**src/rtl/branch_resolve_queue.sv**
```systemverilog
// In-order branch tracker: records predictions, accepts out-of-order resolution,
// retires on ROB commit and drives predictor training / mispredict flush.
// Optional statistics counters are enabled by defining BRQ_STATS_EN.
module branch_resolve_queue #(
  parameter int unsigned BRQ_WIDTH = 3
) (
  input  logic                 clk_in,
  input  logic                 rst_in,
  input  logic                 rdy_in,
  input  logic                 iu_to_brq_valid,
  input  logic [31:0]          iu_to_brq_pc,
  input  logic                 iu_to_brq_pred,
  input  logic [31:0]          iu_to_brq_alt_pc,
  output logic                 brq_to_iu_full,
  output logic [BRQ_WIDTH-1:0] brq_to_iu_tag,
  input  logic                 alu_to_brq_valid,
  input  logic [BRQ_WIDTH-1:0] alu_to_brq_tag,
  input  logic                 alu_to_brq_actual_br,
  output logic                 brq_to_rob_head_resolved,
  input  logic                 rob_to_brq_commit,
  output logic                 brq_to_bp_ready,
  output logic [31:0]          brq_to_bp_pc,
  output logic                 brq_to_bp_actual_br,
  output logic                 brq_to_all_flush,
  output logic [31:0]          brq_to_iu_redirect_pc,
  output logic [31:0]          brq_stat_commits,
  output logic [31:0]          brq_stat_mispredicts
);

  localparam int unsigned DEPTH = 2 ** BRQ_WIDTH;

  logic [DEPTH-1:0]     valid_q, valid_d;
  logic [DEPTH-1:0]     resolved_q, resolved_d;
  logic [DEPTH-1:0]     pred_q, pred_d;
  logic [DEPTH-1:0]     actual_q, actual_d;
  logic [31:0]          pc_q [DEPTH];
  logic [31:0]          pc_d [DEPTH];
  logic [31:0]          alt_q [DEPTH];
  logic [31:0]          alt_d [DEPTH];
  logic [BRQ_WIDTH-1:0] head_q, head_d;
  logic [BRQ_WIDTH-1:0] tail_q, tail_d;
  logic [BRQ_WIDTH:0]   count_q, count_d;
  logic                 bp_ready_q, bp_ready_d;
  logic [31:0]          bp_pc_q, bp_pc_d;
  logic                 bp_actual_q, bp_actual_d;
  logic                 flush_q, flush_d;
  logic [31:0]          redirect_q, redirect_d;

  logic full, head_resolved, commit, mispred, push, resolve;

  assign full          = (count_q == (BRQ_WIDTH+1)'(DEPTH));
  assign head_resolved = valid_q[head_q] && resolved_q[head_q];
  assign commit        = rob_to_brq_commit && head_resolved;
  assign mispred       = actual_q[head_q] != pred_q[head_q];
  // A full queue still accepts a push when a correctly predicted head retires
  // in the same cycle; the new entry reuses the slot being vacated.
  assign push    = iu_to_brq_valid && !flush_q && (!full || (commit && !mispred));
  assign resolve = alu_to_brq_valid && valid_q[alu_to_brq_tag] && !flush_q;

  always_comb begin
    valid_d     = valid_q;
    resolved_d  = resolved_q;
    pred_d      = pred_q;
    actual_d    = actual_q;
    pc_d        = pc_q;
    alt_d       = alt_q;
    head_d      = head_q;
    tail_d      = tail_q;
    count_d     = count_q;
    bp_ready_d  = bp_ready_q;
    bp_pc_d     = bp_pc_q;
    bp_actual_d = bp_actual_q;
    flush_d     = flush_q;
    redirect_d  = redirect_q;
    if (rdy_in) begin
      bp_ready_d = commit;
      flush_d    = commit && mispred;
      if (commit) begin
        bp_pc_d     = pc_q[head_q];
        bp_actual_d = actual_q[head_q];
      end
      if (commit && mispred) begin
        redirect_d = alt_q[head_q];
        valid_d    = '0;
        head_d     = '0;
        tail_d     = '0;
        count_d    = '0;
      end else begin
        if (resolve) begin
          resolved_d[alu_to_brq_tag] = 1'b1;
          actual_d[alu_to_brq_tag]   = alu_to_brq_actual_br;
        end
        if (commit) begin
          valid_d[head_q] = 1'b0;
          head_d          = head_q + 1'b1;
        end
        if (push) begin
          valid_d[tail_q]    = 1'b1;
          resolved_d[tail_q] = 1'b0;
          pred_d[tail_q]     = iu_to_brq_pred;
          pc_d[tail_q]       = iu_to_brq_pc;
          alt_d[tail_q]      = iu_to_brq_alt_pc;
          tail_d             = tail_q + 1'b1;
        end
        if (push && !commit)      count_d = count_q + 1'b1;
        else if (commit && !push) count_d = count_q - 1'b1;
      end
    end
  end

  always_ff @(posedge clk_in) begin
    if (rst_in) begin
      valid_q     <= '0;
      resolved_q  <= '0;
      head_q      <= '0;
      tail_q      <= '0;
      count_q     <= '0;
      bp_ready_q  <= 1'b0;
      bp_pc_q     <= '0;
      bp_actual_q <= 1'b0;
      flush_q     <= 1'b0;
      redirect_q  <= '0;
    end else begin
      valid_q     <= valid_d;
      resolved_q  <= resolved_d;
      head_q      <= head_d;
      tail_q      <= tail_d;
      count_q     <= count_d;
      bp_ready_q  <= bp_ready_d;
      bp_pc_q     <= bp_pc_d;
      bp_actual_q <= bp_actual_d;
      flush_q     <= flush_d;
      redirect_q  <= redirect_d;
    end
  end

  // Payload fields are qualified by valid, so they need no reset.
  always_ff @(posedge clk_in) begin
    pred_q   <= pred_d;
    actual_q <= actual_d;
    pc_q     <= pc_d;
    alt_q    <= alt_d;
  end

`ifdef BRQ_STATS_EN
  logic [31:0] stat_commits_q, stat_mispredicts_q;

  always_ff @(posedge clk_in) begin
    if (rst_in) begin
      stat_commits_q     <= '0;
      stat_mispredicts_q <= '0;
    end else if (rdy_in && commit) begin
      stat_commits_q <= stat_commits_q + 32'd1;
      if (mispred) stat_mispredicts_q <= stat_mispredicts_q + 32'd1;
    end
  end

  assign brq_stat_commits     = stat_commits_q;
  assign brq_stat_mispredicts = stat_mispredicts_q;
`else
  assign brq_stat_commits     = 32'h0;
  assign brq_stat_mispredicts = 32'h0;
`endif

  assign brq_to_iu_full           = full;
  assign brq_to_iu_tag            = tail_q;
  assign brq_to_rob_head_resolved = head_resolved;
  assign brq_to_bp_ready          = bp_ready_q && rdy_in;
  assign brq_to_all_flush         = flush_q && rdy_in;
  assign brq_to_bp_pc             = bp_pc_q;
  assign brq_to_bp_actual_br      = bp_actual_q;
  assign brq_to_iu_redirect_pc    = redirect_q;

endmodule

```
**config.mk**
```make
export PLATFORM = sky130hd
export DESIGN_NAME = branch_resolve_queue
export DESIGN_NICKNAME = d
export VERILOG_FILES = /design/src/rtl/branch_resolve_queue.sv
export SDC_FILE = /design/constraint.sdc
export NUM_CORES = 1
export LEC_CHECK = 0
export BUFFER_PORTS_ARGS = -buffer_cell sky130_fd_sc_hd__buf_4
export CORE_MARGIN = 3
export CORE_UTILIZATION = 40
export CTS_BUF_LIST = sky130_fd_sc_hd__clkbuf_8
export DETAILED_ROUTE_END_ITERATION = 10
export GPL_TIMING_DRIVEN = 0
export PLACE_DENSITY_LB_ADDON = 0.25
export SLEW_MARGIN = 10
export SYNTH_ARGS = -nofsm -noshare
export SYNTH_HDL_FRONTEND = slang
export SYNTH_SLANG_ARGS = --single-unit
```
**constraint.sdc**
```tcl
create_clock -name clk_in -period 6.54 [get_ports clk_in]
set_input_delay 0.654 -clock clk_in [delete_from_list [all_inputs] [get_ports clk_in]]
set_output_delay 0.654 -clock clk_in [all_outputs]
set_load 0.02 [all_outputs]
```
==> report_table.html <==
<table>
<tr><th>Metric</th><th>Value</th></tr>
<tr><th colspan="2">Critical path</th></tr>
<tr><td>Slowest stage delay, CP</td><td>950 ps</td></tr>
<tr><td>Kind of critical path</td><td>reg -&gt; reg</td></tr>
<tr><td>Data arrival time at the worst-slack endpoint</td><td>4670 ps</td></tr>
<tr><td>Worst EP required</td><td>7100 ps</td></tr>
<tr><td>CP max FO</td><td>10</td></tr>
<tr><td>Worst path depth</td><td>9</td></tr>
<tr><td>Number of buffers and inverters on the critical path</td><td>5</td></tr>
<tr><td>Termination of the worst setup path</td><td>brq_to_bp_pc[21]</td></tr>
<tr><td>R2R cell count</td><td>9</td></tr>
<tr><td>Endpoint type of the worst setup path</td><td>flip-flop</td></tr>
<tr><td>Reg2Reg Setup Slack</td><td>2430 ps</td></tr>
<tr><td>Cell with the largest stage delay on the worst path</td><td>buf_1</td></tr>
<tr><td>Beginning of the worst register-to-register path</td><td>head_q[1]</td></tr>
<tr><td>Ordered cell list for the critical path</td><td>buf_2 -&gt; buf_2 -&gt; buf_2 -&gt; nand2_1 -&gt; nor2_1 -&gt; buf_2 -&gt; buf_1 -&gt; a221oi_1 -&gt; a311oi_1</td></tr>
<tr><td>Timing startpoint of the critical path</td><td>head_q[1]</td></tr>
<tr><td>Cell seen most often among critical-path stages</td><td>buf_2</td></tr>
<tr><td>Reg-to-reg endpoint</td><td>brq_to_bp_pc[21]</td></tr>
<tr><td>Category of cells accounting for the largest share of critical-path delay</td><td>buffers and inverters</td></tr>
<tr><td>Launching element type of the critical path</td><td>flip-flop</td></tr>
<tr><th colspan="2">Global routing</th></tr>
<tr><td>M2 GR Usage</td><td>0.3676</td></tr>
<tr><td>Global routing met1 resource utilization</td><td>0.3002</td></tr>
<tr><td>Met3 Resource Use GR</td><td>0.05910</td></tr>
<tr><td>Number of antenna violations at the first check in global routing</td><td>7</td></tr>
<tr><td>Wire length of the first global-routing pass</td><td>about 98 mm</td></tr>
<tr><td>Total Routing Usage GR</td><td>0.2247</td></tr>
<tr><td>Leftover overflow at the end of global routing</td><td>0</td></tr>
<tr><td>Most used routing layer in global routing</td><td>met2</td></tr>
<tr><td>Pin count of the biggest net entering global routing</td><td>45</td></tr>
<tr><td>Vias in the first global route</td><td>roughly 14k</td></tr>
<tr><th colspan="2">Cells and area</th></tr>
<tr><td>Share of layout cells above drive strength 1</td><td>0.2378</td></tr>
<tr><td>Seq. cell area</td><td>~18000 um2</td></tr>
<tr><td>Layout Cells excl Fill</td><td>2558</td></tr>
<tr><td>Highest-count cells in the layout ignoring fill and taps</td><td>edfxtp_1 (528), buf_4 (211), clkbuf_8 (116)</td></tr>
<tr><td>Layout overhead on the synthesized area</td><td>19.70%</td></tr>
<tr><td>Fill cell total of the finished layout</td><td>just under 5k</td></tr>
<tr><td>Area taken by multi-input logic gates</td><td>4875 um2</td></tr>
<tr><td>End-of-flow core utilization</td><td>0.4888</td></tr>
<tr><td>Most common cell after layout, fill and taps aside</td><td>edfxtp_1</td></tr>
<tr><td>Final-stage net count</td><td>1794</td></tr>
<tr><td>Final instance area</td><td>roughly 28000 um2</td></tr>
<tr><th colspan="2">STA</th></tr>
<tr><td>Maximum frequency from static timing analysis</td><td>approximately 0.24 GHz</td></tr>
<tr><td>Worst Tran Pin Value</td><td>between 1000 and 1500 ps</td></tr>
<tr><td>Fin. Hold Viols</td><td>0</td></tr>
<tr><td>Tcrit/Tclk final</td><td>0.6287</td></tr>
<tr><td>Sum of negative setup slack</td><td>0 ps</td></tr>
<tr><td>Hold slack</td><td>between 200 and 250 ps</td></tr>
<tr><td>Setup repair after global routing missed its margin</td><td>no</td></tr>
<tr><td>Final Slew Violations</td><td>0</td></tr>
<tr><td>Slew headroom</td><td>0.1075</td></tr>
<tr><td>Final setup viols</td><td>0</td></tr>
<tr><td>Largest clock skew in the final design</td><td>around 29 ps</td></tr>
<tr><td>Post-route minimum period</td><td>about 4100 ps</td></tr>
<tr><th colspan="2">Placed design</th></tr>
<tr><td>Standard cell area after detailed placement</td><td>around 26000 um2</td></tr>
<tr><td>Number of buffers added on ports</td><td>144</td></tr>
<tr><td>RD Place Congestion</td><td>~0.84</td></tr>
<tr><td>Number of instances in the placed design</td><td>about 2.4k</td></tr>
<tr><td>HPWL after detailed placement</td><td>~42 mm</td></tr>
<tr><th colspan="2">Route</th></tr>
<tr><td>Routed len/inst</td><td>27.17 um</td></tr>
<tr><td>Remaining antenna violation count</td><td>0</td></tr>
<tr><td>Vias post-DR</td><td>14.42k</td></tr>
<tr><td>DRC violation count after routing</td><td>0</td></tr>
<tr><td>Total routed wirelength</td><td>a little under 70 mm</td></tr>
<tr><td>Detailed router's first-iteration violation count</td><td>1418</td></tr>
<tr><td>Ratio of routed vias to standard cells</td><td>around 5.6</td></tr>
<tr><td>1st-pass router iterations</td><td>5</td></tr>
<tr><th colspan="2">Synthesis</th></tr>
<tr><td>Total of flip-flops plus latches after synthesis</td><td>around 620</td></tr>
<tr><td>Distinct cell type count after synthesis</td><td>66</td></tr>
<tr><td>Syn. warnings</td><td>0</td></tr>
<tr><td>Sequential-to-total area share from yosys stat</td><td>0.7606</td></tr>
<tr><td>Most used DFF post-synth</td><td>edfxtp_1</td></tr>
<tr><td>Count of flip-flops with a built-in enable after synthesis</td><td>between 500 and 600</td></tr>
<tr><td>Share of flip-flops with an asynchronous set or reset after synthesis</td><td>0</td></tr>
<tr><td>Cell area after synthesis</td><td>23290 um2</td></tr>
<tr><td>Number of instances in the synthesized netlist</td><td>approximately 1.4k</td></tr>
<tr><td>Average size of a mapped cell</td><td>about 17 um2</td></tr>
<tr><th colspan="2">Run</th></tr>
<tr><td>Max-capacitance violation count</td><td>0</td></tr>
<tr><th colspan="2">Power and ir drop</th></tr>
<tr><td>Power density over the cells</td><td>around 280 nW/um2</td></tr>
<tr><td>Share of total power in sequential cells</td><td>0.562</td></tr>
<tr><td>Switching power summed over all nets</td><td>1691 uW</td></tr>
<tr><td>Internal portion of total power</td><td>~6000 uW</td></tr>
<tr><td>Worst supply voltage drop on vdd</td><td>139.3 uV</td></tr>
<tr><td>Net Sw Frac</td><td>0.2187</td></tr>
<tr><td>Leakage</td><td>0.009758 uW</td></tr>
<tr><td>Clock Power Share</td><td>0.405</td></tr>
<tr><td>Part of the total power dissipated in combinational logic</td><td>0.033</td></tr>
<tr><th colspan="2">Worst hold path</th></tr>
<tr><td>Worst Hold Depth</td><td>1</td></tr>
<tr><td>Class of the tightest hold or removal check</td><td>in -&gt; reg</td></tr>
<tr><th colspan="2">Floorplanning</th></tr>
<tr><td>Initial Utilization</td><td>0.4084</td></tr>
<tr><td>Die outline area</td><td>about 60000 um2</td></tr>
<tr><td>Floorplan Core Area</td><td>about 57000 um2</td></tr>
<tr><td>Number of cell rows</td><td>87</td></tr>
<tr><td>Die boundary width</td><td>around 250 um</td></tr>
<tr><td>Die Ht</td><td>approximately 250 um</td></tr>
<tr><td>Number of top-level pins</td><td>~210</td></tr>
<tr><th colspan="2">CTS</th></tr>
<tr><td>Clock Tree Root</td><td>clkbuf_8</td></tr>
<tr><td>H-tree levels</td><td>3</td></tr>
<tr><td>Skew-Pair Late Insertion Delay</td><td>680 ps</td></tr>
<tr><td>Clock tree from TritonCTS</td><td>done</td></tr>
<tr><td>Post CTS Setup Buffer Count</td><td>0</td></tr>
<tr><td>Inserted Clock Buffers</td><td>98</td></tr>
<tr><td>Count of instances resized after the clock tree is built</td><td>0</td></tr>
<tr><td>Number of sinks handled by clock tree synthesis</td><td>between 600 and 700</td></tr>
<tr><td>Largest buffer count on any clock path</td><td>3</td></tr>
<tr><td>Clock-pin slew reported for the worst setup and hold paths after clock tree synthesis</td><td>~70 ps</td></tr>
<tr><td>Hold buffer count at CTS</td><td>0</td></tr>
<tr><th colspan="2">Run status</th></tr>
<tr><td>Status</td><td>finished clean</td></tr>
</table>
==> metal layers <==
| layer | up-vias | share of wire |
|---|---|---|
| li1 | 6266 | - |
| met1 | 7336 | 0.40 |
| met2 | 696 | 0.48 |
| met3 | 114 | 0.093 |
| met4 | 10 | 0.021 |
| met5 | - | 0.0010 |
==> synth_stat cells, drive strengths merged, types with 4 or more instances <==
cell | instances | area share
edfxtp | 528 | 0.68
a22o | 107 | 0.040
a221oi | 105 | 0.039
dfxtp | 93 | 0.080
buf | 92 | 0.028
nor2 | 78 | 0.013
clkbuf | 67 | 0.011
a311oi | 46 | 0.024
a22oi | 29 | 0.0093
a21oi | 18 | 0.0039
inv | 18 | 0.0029
nand2 | 17 | 0.0027
o211a | 16 | 0.0069
nand4 | 15 | 0.0040
o21ai | 15 | 0.0032
nor3 | 13 | 0.0030
a31oi | 11 | 0.0032
a211oi | 8 | 0.0026
mux2i | 8 | 0.0040
nand3 | 8 | 0.0017
nor2b | 7 | 0.0019
nand2b | 6 | 0.0016
o21a | 6 | 0.0019
a222oi | 5 | 0.0021
and2 | 5 | 0.0013
and3 | 5 | 0.0013
mux4 | 5 | 0.0048
o211ai | 5 | 0.0016
ha | 4 | 0.0021
mux2 | 4 | 0.0019
nor4 | 4 | 0.0011
==> final cells by class <==
class / count / share of cell area
well taps: 756 / 0.03393
plain buffers: 159 / 0.03204
clock inverters: 70 / 0.01077
inverters: 18 / 0.002962
diodes: 2 / 0.0001795
flip-flops and latches: 621 / 0.6355
multi-input cells: 653 / 0.1748
clock buffers: 116 / 0.05726
repair buffers: 163 / 0.05255
==> how the worst min path moves through the flow <==
stage                          start         end  slack, ps
floorplan                 bp_ready_q  bp_ready_q        440
global placement          bp_ready_q  bp_ready_q        470
finish              iu_to_brq_pc[29]   pc_q[157]        210
CTS                 iu_to_brq_pc[29]   pc_q[157]        150
global route        iu_to_brq_pc[13]   pc_q[237]        160
detailed placement        bp_ready_q  bp_ready_q        470
==> worst register-to-register path, cell delays in order (launching register included) <==
cell and delay, ps:
dfxtp_1 350, buf_2 240, buf_2 280, buf_2 290, nand2_1 110, nor2_1 650, buf_2 530, buf_1 950
a221oi_1 240, a311oi_1 350
==> power groups by stage <==
| stage | clock network (uW) | registers [uW] | logic [uW] |
|---|---|---|---|
| 2_1_floorplan | 0 | 4430 | 137 |
| 3_3_place_gp | 0 | 4440 | 240 |
| 3_5_place_dp | 0 | 4430 | 254 |
| 4_1_cts | 3180 | 4350 | 254 |
| 5_1_grt | 3370 | 4350 | 279 |
| 6_report | 3130 | 4350 | 256 |
==> cell families (layout without fill, tap and decap cells) <==
kind of cell,count (synthesis),after routing,share of synthesized area
DFF,621,621,0.7606
AOI/OAI and AO/OA,390,390,0.1457
buffers and inverters,177,526,0.04125
and+or+nand+nor,175,175,0.03739
muxes,17,17,0.01074
adders and majority gates,5,5,0.003008
xor gates and xnor gates,2,2,0.001075
other,1,66,0.0001610
==> flip-flops by register name, indices dropped and copies added (netlist names), 4 cells and up <==
| signal | count |
|---|---|
| valid_q | 8 |
| brq_to_iu_redirect_pc | 32 |
| count_q | 4 |
| brq_to_bp_pc | 32 |
| resolved_q | 8 |
| pred_q | 8 |
| pc_q | 256 |
| alt_q | 256 |
| actual_q | 8 |
==> through the flow <==
step	setup WS [ps]	total power [uW]
finish	2429	7734
global route	2381	7999
CTS	2547	7786
detailed placement	2571	4686
global placement	-4618	4676
floorplan	135.8	4571
Power figures use the tool's default switching activity.
